`config.mk`:
```
export PLATFORM = sky130hd
export DESIGN_NAME = fp_rslt_buf
export DESIGN_NICKNAME = d
export VERILOG_FILES = /design/src/rtl/fp_rslt_buf_pkg.sv /design/src/rtl/fp_rslt_buf_mem.sv /design/src/rtl/fp_rslt_buf.sv
export SDC_FILE = /design/constraint.sdc
export NUM_CORES = 1
export LEC_CHECK = 0
export ABC_AREA = 1
export BUFFER_PORTS_ARGS = -buffer_cell sky130_fd_sc_hd__buf_4
export CAP_MARGIN = 25
export CORE_AREA = 2 2 136 138
export CTS_CLUSTER_SIZE = 14
export DETAILED_ROUTE_END_ITERATION = 6
export DIE_AREA = 0 0 138 140
export GPL_ROUTABILITY_DRIVEN = 0
export SYNTH_ARGS = -nofsm -noshare
export SYNTH_HDL_FRONTEND = slang
export SYNTH_SLANG_ARGS = --single-unit
```
`constraint.sdc`:
```
create_clock -name clock -period 9.3 [get_ports clock]
set_input_delay 0.465 -clock clock [delete_from_list [all_inputs] [get_ports clock]]
set_output_delay 0.465 -clock clock [all_outputs]
set_load 0.01 [all_outputs]
```
`src/rtl/fp_rslt_buf_pkg.sv`:
```
// fp_rslt_buf_pkg
// Shared types and constants for the FP result buffer.
//   fp_rslt_entry_type    : one stored result {result, flags, tag}
//   fp_rslt_buf_in_type   : producer-side bundle (valid + entry)
//   fp_rslt_buf_out_type  : writeback-side bundle (valid + entry)
//   FLAG_* constants      : bit positions inside the 5-bit flag field {NV,DZ,OF,UF,NX}
//   fp_rslt_entry_w()     : packed entry width for a given tag width
package fp_rslt_buf_pkg;

  localparam int FP_RSLT_TAGW = 5;

  localparam int FLAG_NV = 4;
  localparam int FLAG_DZ = 3;
  localparam int FLAG_OF = 2;
  localparam int FLAG_UF = 1;
  localparam int FLAG_NX = 0;

  typedef struct packed {
    logic [31:0]             result;
    logic [4:0]              flags;
    logic [FP_RSLT_TAGW-1:0] tag;
  } fp_rslt_entry_type;

  typedef struct packed {
    logic              valid;
    fp_rslt_entry_type entry;
  } fp_rslt_buf_in_type;

  typedef struct packed {
    logic              valid;
    fp_rslt_entry_type entry;
  } fp_rslt_buf_out_type;

  // Storage is kept as a flat vector so the tag width can be a parameter
  // of the buffer; layout is {result[31:0], flags[4:0], tag[tagw-1:0]}.
  function automatic int fp_rslt_entry_w(input int tagw);
    return 32 + 5 + tagw;
  endfunction

endpackage

```
`src/rtl/fp_rslt_buf_mem.sv`:
```
// fp_rslt_buf_mem
// DEPTH-entry register array, one synchronous write port, one asynchronous
// read port. Data is not reset; validity is tracked by the owner's counter.
// Ports:
//   clock    : rising-edge clock
//   we_i     : write enable
//   waddr_i  : write address
//   wdata_i  : write data
//   raddr_i  : read address
//   rdata_o  : read data (combinational)
module fp_rslt_buf_mem #(
  parameter int DEPTH = 4,
  parameter int W     = 42
) (
  input  logic                     clock,
  input  logic                     we_i,
  input  logic [$clog2(DEPTH)-1:0] waddr_i,
  input  logic [W-1:0]             wdata_i,
  input  logic [$clog2(DEPTH)-1:0] raddr_i,
  output logic [W-1:0]             rdata_o
);

  logic [W-1:0] mem_q [DEPTH];

  always_ff @(posedge clock) begin
    if (we_i) begin
      mem_q[waddr_i] <= wdata_i;
    end
  end

  assign rdata_o = mem_q[raddr_i];

endmodule

```
`src/rtl/fp_rslt_buf.sv`:
```
// fp_rslt_buf
// In-order result FIFO between the single-cycle FP execution units and the
// register-file writeback port. Isolates the execution units from writeback
// back-pressure.
//
// Handshake: a transfer happens on a rising edge where valid && ready are both
// high; ready never depends on valid on the same side, and in_ready does not
// look at out_ready (a full buffer refuses input even while it is popping).
//
// Optional feature, macro FP_RSLT_BUF_BYPASS_EN: when the buffer is empty an
// incoming result is presented combinationally on out_*; if the consumer takes
// it in that cycle it is never written. Undefined: out_* come from storage only.
//
// Ports:
//   reset      : asynchronous active-low reset
//   clock      : rising-edge clock
//   flush      : synchronous discard of all entries (push/pop in that cycle ignored)
//   in_valid / in_ready / in_result / in_flags / in_tag : producer side
//   out_valid / out_ready / out_result / out_flags / out_tag : writeback side
//   count      : number of stored entries
module fp_rslt_buf
  import fp_rslt_buf_pkg::*;
#(
  parameter int DEPTH = 4,
  parameter int TAGW  = 5
) (
  input  logic                     reset,
  input  logic                     clock,
  input  logic                     flush,
  input  logic                     in_valid,
  output logic                     in_ready,
  input  logic [31:0]              in_result,
  input  logic [4:0]               in_flags,
  input  logic [TAGW-1:0]          in_tag,
  output logic                     out_valid,
  input  logic                     out_ready,
  output logic [31:0]              out_result,
  output logic [4:0]               out_flags,
  output logic [TAGW-1:0]          out_tag,
  output logic [$clog2(DEPTH):0]   count
);

  localparam int PW = $clog2(DEPTH);
  localparam int CW = PW + 1;
  localparam int EW = fp_rslt_entry_w(TAGW);
  localparam logic [CW-1:0] DEPTH_C = CW'(DEPTH);

  logic [PW-1:0] wptr_q, wptr_d;
  logic [PW-1:0] rptr_q, rptr_d;
  logic [CW-1:0] count_q, count_d;

  logic [EW-1:0] wdata;
  logic [EW-1:0] rdata;
  logic [EW-1:0] head;
  logic          empty;
  logic          full;
  logic          byp;
  logic          push;
  logic          pop;

  assign empty = (count_q == '0);
  assign full  = (count_q == DEPTH_C);
  assign wdata = {in_result, in_flags, in_tag};

`ifdef FP_RSLT_BUF_BYPASS_EN
  // Flush wins over bypass so nothing is presented in the flush cycle.
  assign byp = empty && in_valid && !flush;
`else
  assign byp = 1'b0;
`endif

  // A bypassed result taken by the consumer in the same cycle is not stored.
  assign push = in_valid && !full && !flush && !(byp && out_ready);
  assign pop  = !empty && out_ready && !flush;

  always_comb begin
    in_ready   = !full;
    out_valid  = !empty || byp;
    head       = byp ? wdata : rdata;
    out_result = '0;
    out_flags  = '0;
    out_tag    = '0;
    if (out_valid) begin
      {out_result, out_flags, out_tag} = head;
    end
  end

  always_comb begin
    wptr_d  = wptr_q;
    rptr_d  = rptr_q;
    count_d = count_q;
    if (flush) begin
      wptr_d  = '0;
      rptr_d  = '0;
      count_d = '0;
    end else begin
      if (push) wptr_d = wptr_q + PW'(1);
      if (pop)  rptr_d = rptr_q + PW'(1);
      case ({push, pop})
        2'b10:   count_d = count_q + CW'(1);
        2'b01:   count_d = count_q - CW'(1);
        default: count_d = count_q;
      endcase
    end
  end

  always_ff @(posedge clock or negedge reset) begin
    if (!reset) begin
      wptr_q  <= '0;
      rptr_q  <= '0;
      count_q <= '0;
    end else begin
      wptr_q  <= wptr_d;
      rptr_q  <= rptr_d;
      count_q <= count_d;
    end
  end

  assign count = count_q;

  fp_rslt_buf_mem #(
    .DEPTH (DEPTH),
    .W     (EW)
  ) u_mem (
    .clock   (clock),
    .we_i    (push),
    .waddr_i (wptr_q),
    .wdata_i (wdata),
    .raddr_i (rptr_q),
    .rdata_o (rdata)
  );

endmodule

```
# Word-level counts from Yosys, hierarchy flattened
# Memory sizes are Yosys's and may differ from the RTL's.
# Cells that the tools add are included.
# W data, S select, Z words.
[word_totals]
register_bits = 7
ram_bits = 168
input_bits = 47
wordCells = 33
memories = 1
[classes]
n_addsub = 4
eq_ne = 3
muxes = 11
n_reduce_logical = 11
[mem_list]
columns = ["name", "words", "word_bits", "rd", "rd_clocked_by_memory_dff", "write_ports", "line_no", "source"]
rows = [
  ["u_mem.mem_q", 4, 42, 1, 0, 1, "fp_rslt_buf_mem.sv:23", "logic [W-1:0] mem_q [DEPTH];"],
]
[op_table]
columns = ["operator", "count"]
rows = [
  ["$mux W32", 1],
  ["$mux W5", 2],
  ["$mux W2", 4],
  ["$pmux W3 S2", 1],
  ["$add A2 B1 Y2 const B", 2],
  ["$logic_and A1 B1 Y1", 4],
  ["$reduce_bool A2 Y1", 2],
  ["$add A3 B1 Y3 const B", 1],
  ["$eq A3 B3 Y1 const B", 1],
  ["$logic_not A1 Y1", 3],
  ["$logic_not A3 Y1", 1],
  ["$mux W3", 1],
  ["$reduce_bool A3 Y1", 1],
  ["$sub A3 B1 Y3 const B", 1],
  ["$eq A2 B1 Y1 const B", 1],
  ["$eq A2 B2 Y1 const B", 1],
  ["$mux W1", 2],
]

# Depth between registers and ports, before layout
# Gate-level depths: netlist (run 1).
[logic_depth]
ltp_word = 7
depth_mapped = 12

# Hierarchy
# Synthesis (run 1) repeated with hierarchy kept, for this count alone.
[unflattened]
cells_unflattened = 814
area_unflattened_um2 = 7928.9
[modules_own_cells]
columns = ["module", "instances", "cells_per_inst", "area_each_um2"]
rows = [
  ["fp_rslt_buf_mem", 1, 666, 7133.1],
  ["fp_rslt_buf", 1, 148, 795.8],
]

# Worst setup path before layout (run 1)
# No wires, ideal clock.
[synth_timing]
path_kind = "reg-to-reg"
from = "reg count_q[0] (netlist: count[0])"
to = "mem u_mem.mem_q[0][0], enable pin"
setup_time_ps = 441
t_arrival_ps = 2750
t_required_ps = 8859
path_slack_ps = 6108
path_stages_with_launch = 7
synth_period_minus_slack_ps = 3192
path_cell_list = "dfrtp_1 -> nor2_2 -> nand2_2 -> nand2_4 -> nor2_1 -> inv_1 -> nor2_1"
[synth_between]
elab_chain_cells = 6
[synth_lines]
columns = ["item", "line_no", "source"]
rows = [
  ["start, declared", "fp_rslt_buf.sv:50", "logic [CW-1:0] count_q, count_d;"],
  ["start signal, assigned", "fp_rslt_buf.sv:115", "count_q <= count_d;"],
  ["$eq A3 B3 Y1", "fp_rslt_buf.sv:62", "assign full = (count_q == DEPTH_C);"],
  ["$logic_not A1 Y1", "n/a", ""],
  ["via in_ready", "fp_rslt_buf.sv:31", "output logic in_ready,"],
  ["$logic_and A1 B1 Y1 (2 in series)", "fp_rslt_buf.sv:73", "assign push = in_valid && !full && !flush && !(byp && out_ready);"],
  ["$mux W1", "fp_rslt_buf_mem.sv:26", "if (we_i) begin"],
  ["$mux W1 (not written as such)", "fp_rslt_buf_mem.sv:27", "mem_q[waddr_i] <= wdata_i;"],
  ["end, declared", "fp_rslt_buf_mem.sv:23", ""],
]
# The timed path passes the listed nets, and every way through them passes these cells.

# Final worst setup path (run 1)
[layout_timing]
from = "reg rptr_q[0]"
to = "out out_flags[2]"
[layout_between]
elab_chain_cells = 2
[layout_lines]
columns = ["item", "line_no", "source"]
rows = [
  ["start, declared", "fp_rslt_buf.sv:49", "logic [PW-1:0] rptr_q, rptr_d;"],
  ["start signal, assigned", "fp_rslt_buf.sv:114", "rptr_q <= rptr_d;"],
  ["$mem_v2 Z4 W42", "n/a", ""],
  ["$mux W5", "fp_rslt_buf.sv:83", "if (out_valid) begin"],
  ["end, declared", "fp_rslt_buf.sv:38", "output logic [4:0] out_flags,"],
]
# No other way between the ends.

==> summary.md, run 1 <==
| Metric | Value |
|---|---|
| Final core utilization | 0.477 |
| Global-route wire length before repair | 23.7 mm |
| Post-route worst setup slack | 5.91 ns |
| Post-synth EDFFs | 168 |
| Relative max-transition margin | 0.352 |
| Longest Clk Path Bufs | 2 |
| DRT Pass-1 Iters | 6 |
| Remaining Overflow, GRT | 0 |
| Met2 GRT Util | 0.263 |
| Antenna viol nets, final | 0 |
| Clock slew at reported path FFs | 0.06 ns |
| Crit. End Element | output port |
| DRT iter0 DRCs | 306 |
| Req. time, crit path | 8.84 ns |
| Setup_tns | 0 ns |
| Final period util | 0.365 |
| Met1 usage | 0.205 |
| Worst Hold Class | input port to register |
| Largest net degree at the start of global routing | 87 |
| Gr busiest metal | met2 |
| Net count after synthesis | 612 |
| Setup crit start kind | register |
| Clk root buf | clkbuf_16 |
| Initial Util | 0.394 |
| Leak | 3.07 nW |
| Post-DP HPWL | 8.11 mm |
| Synth Area per Inst | 12.5 um^2 |
| Fin. Hold Viols | 0 |
| PD cells | 278 nW/um^2 |
| Slew Viols, Final | 0 |
| Total Nets Final | 698 |
| Ys flop type | edfxtp_1 |
| DP Worst Slack | 6.32 ns |
| CP cell instances | inv_2, buf_4, o21ai_0, a21oi_1, buf_4 |
| #FFs+latches synth | 175 |
| Cells after Synth | 560 |
| Wirelength per Cell | 16.8 um |
| Vias | 4392 |
| Asr flop ratio synth | 0.0400 |
| Post-Route WL | 14.9 mm |
| Total CTS buffers | 17 |
| Synth top cells by count | nor2_1, edfxtp_1, o21ai_0 |
| Area grow syn2layout | 21.1% |
| Worst-skew pair later-pin latency | 0.42 ns |
| I/O Buffers | 93 |
| Clock Skew | 0.00834 ns |
| Vias per cell | 4.95 |
| Crit path time final | 3.39 ns |
| Vias in the first global route | 4444 |
| Maximum VDD drop | 0.127 mV |
| Max Fclk | 0.295 GHz |
| Remaining DRCs | 0 |
| GR met3 Demand/Resource | 0.0438 |
| Core box area | 17800 um^2 |
| ANT cells | 0 |
| Die width | 138 um |
| Most frequent cell after synthesis | nor2_1 |
| Arrival time of the worst setup path | 2.93 ns |
| RSZ-0062 raised after global routing | no |
| Least-Margin Pin Slew | 0.972 ns |
| Synth cell types | 25 |
| Top cells by area, synth | edfxtp_1, nor2_1, o21ai_0, a21oi_1, dfrtp_1 |
| Mapped cell area | 7010 um^2 |
| Status | complete, no violations |
| Crit-path max FO | 86 |
| Leading area contributor after synthesis | edfxtp_1 |
| CTS tree | yes |
| CP top delay family | buffers and inverters |
| Total track usage | 0.160 |
| # IOs | 94 |
| Die Ht | 140 um |
| Max Cap Viol | 0 |
| Share of layout cells above drive strength 1 | 0.225 |
| Top cell type's share of synthesized area | 0.720 |
| Die ar. | 19300 um^2 |
| Worst path most repeated cell | buf_4 |
| Initial antenna violation count | 0 |
| Critical Path Max Stage Delay | 0.78 ns |
| Synthesis Warnings | 0 |
| Post-CTS Setup Bufs | 0 |
| Kind of critical path | register to output port |
| Final Setup Violations | 0 |
| Clock Sinks | 175 |
| H-Tree Depth | 4 |
| Seq/Total Area, Yosys | 0.745 |
| Row cnt | 49 |
| Worst path bufs/invs | 3 |
| Slowest CP cell | dfrtp_4 |
[cells by family after synthesis]
kind of cell / count (synthesis) / share of synthesized area
AND/OR/NAND/NOR: 199 / 0.113
flip-flops: 175 / 0.745
AO/OA/AOI/OAI: 134 / 0.0966
buffers and inverters: 46 / 0.0346
adder cells (fa/ha/maj): 5 / 0.0100
XOR/XNOR: 1 / 0.00125
[per-layer routing]
layer	part of all wire	wire length, um
met5	0	0
met1	0.45	6660
met4	0.015	217
met2	0.48	7210
met3	0.055	812
[placed cells by master (no fill, tap or decap), drive strengths merged]
cell type,instances
a21oi,45
fa,1
dfrtp,7
nand2,22
bufinv,4
xnor2,1
a21boi,1
clkbuf,19
edfxtp,168
buf,98
nand3,2
o21ai,88
inv,14
dlygate4sd3,1
clkinv,8
clkinvlp,1
ha,4
nor2,175
[state kept, by name, summed over array words and instances, names as in the netlist]
| name | flops |
|---|---|
| rptr_q | 2 |
| wptr_q | 2 |
| u_mem.mem_q | 168 |
| count | 3 |
[path summary, 6_finish.rpt]
kind / start / endpoint / slack (ns) / cells past startpoint
worst min-delay path: in_result[27] / u_mem.mem_q[1][37]$_DFFE_PP_ / 0.24 / 1
worst min register to register: count[0]$_DFFE_PN0P_ / count[0]$_DFFE_PN0P_ / 0.58 / 1
worst max register to register: rptr_q[1]$_DFFE_PN0P_ / rptr_q[1]$_DFFE_PN0P_ / 7.08 / 3
min in group asynchronous: reset / count[0]$_DFFE_PN0P_ / 0.40 / 2
worst max-delay path: rptr_q[0]$_DFFE_PN0P_ / out_flags[2] / 5.91 / 5
max in group asynchronous: reset / rptr_q[0]$_DFFE_PN0P_ / 8.75 / 2
[final cells by class]
type	instances	area, um^2
clock buffers	19	433
clock inverters	13	170
fillers	1579	9290
inverters	14	52.6
multi-input cells	339	1580
flip-flops and latches	175	5230
well taps	229	287
repair buffers	99	746
[stage by stage]
| step | hold WS, ns | area [um^2] | total power, mW | std cells |
|---|---|---|---|---|
| after floorplan | 0.169 | 7010 | 1.36 | 560 |
| after CTS | 0.218 | 8490 | 2.39 | 888 |
| after detailed placement | 0.287 | 7880 | 1.66 | 855 |
| final | 0.240 | 8490 | 2.36 | 888 |
| after global placement | 0.287 | 7880 | 1.65 | 855 |
| after global routing | 0.223 | 8490 | 2.49 | 888 |
[what timing repair did]
| item | in CTS | in global routing |
|---|---|---|
| resized for setup | 0 | 0 |
| hold buffers | 1 | 0 |
| endpoints found under the hold margin | 7 | 0 |
[power breakdown]
group          total [mW]  switching [mW]  internal [mW]
Combinational       0.652           0.386          0.265
Clock               0.722           0.277          0.446
Sequential          0.983          0.0669          0.916
Total                2.36           0.730           1.63
Power figures use the tool's default switching activity.
==> run 2, diff against run 1 <==
- clock period: 9.3 -> 3.1 ns (I/O delays scaled with it)
==> run 2 against run 1 <==
Effect of this change: sequential power increased to 2.9 times the previous value; critical path depth increased by 1; worst setup slack got worse by 5.4 ns; via count increased by 5.2%; clock-buffer cell count decreased by 1; clock skew about the same; power increased to 3.0 times the previous value; non-clock buffer count increased by 50; worst hold slack got worse by 0.16 ns; final area increased by 5.5%; largest power group unchanged.
==> summary.md, run 2 (same netlist as run 1, synthesis figures left out) <==
| Metric | Value |
|---|---|
| Crit path time final | 2.62 ns |
| Leak | 3.25 nW |
| Largest net degree at the start of global routing | 57 |
| Final non-filler cell total | 936 |
| Die ar. | 19300 um^2 |
| Setup_tns | 0 ns |
| Clock power share | 0.284 |
| H-Tree Depth | 4 |
| Final Setup Violations | 0 |
| Worst-skew pair later-pin latency | 0.43 ns |
| Setup crit start kind | register |
| Part of the power in registers | 0.406 |
| Crit-path max FO | 49 |
| CTS tree | yes |
| Clk root buf | clkbuf_16 |
| Worst Hold Class | input port to async pin |
| Global-route wire length before repair | 24.2 mm |
| Least-Margin Pin Slew | 1.01 ns |
| Remaining DRCs | 0 |
| Area grow syn2layout | 27.8% |
| Clock Skew | 0.00868 ns |
| DRT iter0 DRCs | 280 |
| Core box area | 17800 um^2 |
| Post-route worst setup slack | 0.485 ns |
| Final core utilization | 0.504 |
| Worst Reg-to-Reg Cells | 7 |
| Setup slack, reg-to-reg | 1.07 ns |
| Relative max-transition margin | 0.326 |
| FF-to-FF Start | count[0]$_DFFE_PN0P_ |
| Share of layout cells above drive strength 1 | 0.214 |
| Reg2reg end | u_mem.mem_q[1][22]$_DFFE_PP_ |
| Status | complete, no violations |
| Remaining Overflow, GRT | 0 |
| Placed insts | 862 |
| Max Cap Viol | 0 |
| ANT cells | 0 |
| Initial Util | 0.394 |
| Post-DP HPWL | 8.81 mm |
| Hold Slack | 0.0773 ns |
| Reg with most FFs | u_mem.mem_q |
| Clock Sinks | 175 |
| Req. time, crit path | 2.94 ns |
| Total Nets Final | 748 |
| Arrival time of the worst setup path | 2.46 ns |
| Vias in the first global route | 4513 |
| RSZ-0062 raised after global routing | no |
| Initial antenna violation count | 0 |
| Clock slew at reported path FFs | 0.06 ns |
| Total track usage | 0.165 |
| Number of flip-flops in the largest register | 168 |
| Cell area after layout | 8960 um^2 |
| Most frequent cells in the layout | nor2_1, edfxtp_1, buf_4 |
| Slew Viols, Final | 0 |
| I/O Buffers | 93 |
| Total CTS buffers | 17 |
| Kind of critical path | register to output port |
| Fin. Hold Viols | 0 |
| Row cnt | 49 |
| Int Power | 4.79 mW |
| Post-Route WL | 15.5 mm |
| Placed inst area | 7970 um^2 |
| Die width | 138 um |
| Worst setup path start | rptr_q[0]$_DFFE_PN0P_ |
| Vias per cell | 4.94 |
| PD cells | 785 nW/um^2 |
| Final period util | 0.844 |
| Max Fclk | 0.382 GHz |
| Wirelength per Cell | 16.6 um |
| Total net switching power | 2.24 mW |
| Crit. End Element | output port |
| Fillers | 1580 |
| Part of the power in combinational logic | 0.309 |
| Sw frac | 0.318 |
| Most common cell after layout, fill and taps aside | nor2_1 |
| Vias | 4622 |
| Maximum VDD drop | 0.461 mV |
| Die Ht | 140 um |
| DP Worst Slack | 0.957 ns |
| DRT Pass-1 Iters | 4 |
| Antenna viol nets, final | 0 |
| # IOs | 94 |
| Longest Clk Path Bufs | 2 |
| Tot Pwr | 7.03 mW |
## run 2: cell types whose count changed in the layout (fill, tap and decap cells not counted), sizes merged
cell / previous run / this run
dlygate4sd3: 1 / 44
bufinv: 4 / 2
clkbuf: 19 / 18
buf: 98 / 105
clkinvlp: 1 / 4
clkinv: 8 / 6
## run 2: worst max path at each step
stage	to	depth (start not counted)	slack, ns
after floorplan	u_mem.mem_q[0][0]$_DFFE_PP_	6	-0.09
after global placement	out_result[30]	6	1.0
after detailed placement	out_flags[0]	6	0.96
after CTS	out_result[17]	5	0.48
after global routing	out_flags[0]	6	0.30
final	out_flags[2]	6	0.48
## run 2: worst max-delay path, stage by stage (launching register included)
cell	delay, ns
dfrtp_4	0.70
buf_4	0.55
nor2_1	0.11
nor2_1	0.09
o21ai_0	0.08
a21oi_1	0.29
buf_4	0.18
## run 2: cell type report
class | count | area, um^2 | share of cell area
repair buffers | 149 | 1270 | 0.141
flip-flops and latches | 175 | 5230 | 0.583
multi-input cells | 339 | 1580 | 0.176
well taps | 229 | 287 | 0.0320
clock inverters | 12 | 123 | 0.0137
clock buffers | 18 | 429 | 0.0479
inverters | 14 | 52.6 | 0.00587
## run 2: per-layer routing
layer | global-route usage | up-vias | wire, um
met5 | 0 | - | 0
met4 | 0.0510 | 0 | 195
met3 | 0.0417 | 16 | 929
met2 | 0.281 | 125 | 7710
met1 | 0.208 | 2249 | 6690
li1 | - | 2232 | -
## run 2: what timing repair did
action                                  4_1_cts  5_1_grt
endpoints found under the hold margin       177        0
hold buffers                                 44        0
endpoints found under the setup margin        0        0
gates resized for setup                       0        0
buffers inserted                              0        0
## run 2: power by group through the flow
stage	clock network, mW	logic, mW	registers [mW]
3_5_place_dp	0	2.15	2.91
3_3_place_gp	0	2.13	2.90
4_1_cts	2.05	2.20	2.86
5_1_grt	2.14	2.39	2.88
6_report	2.00	2.18	2.86
2_1_floorplan	0	1.23	2.86
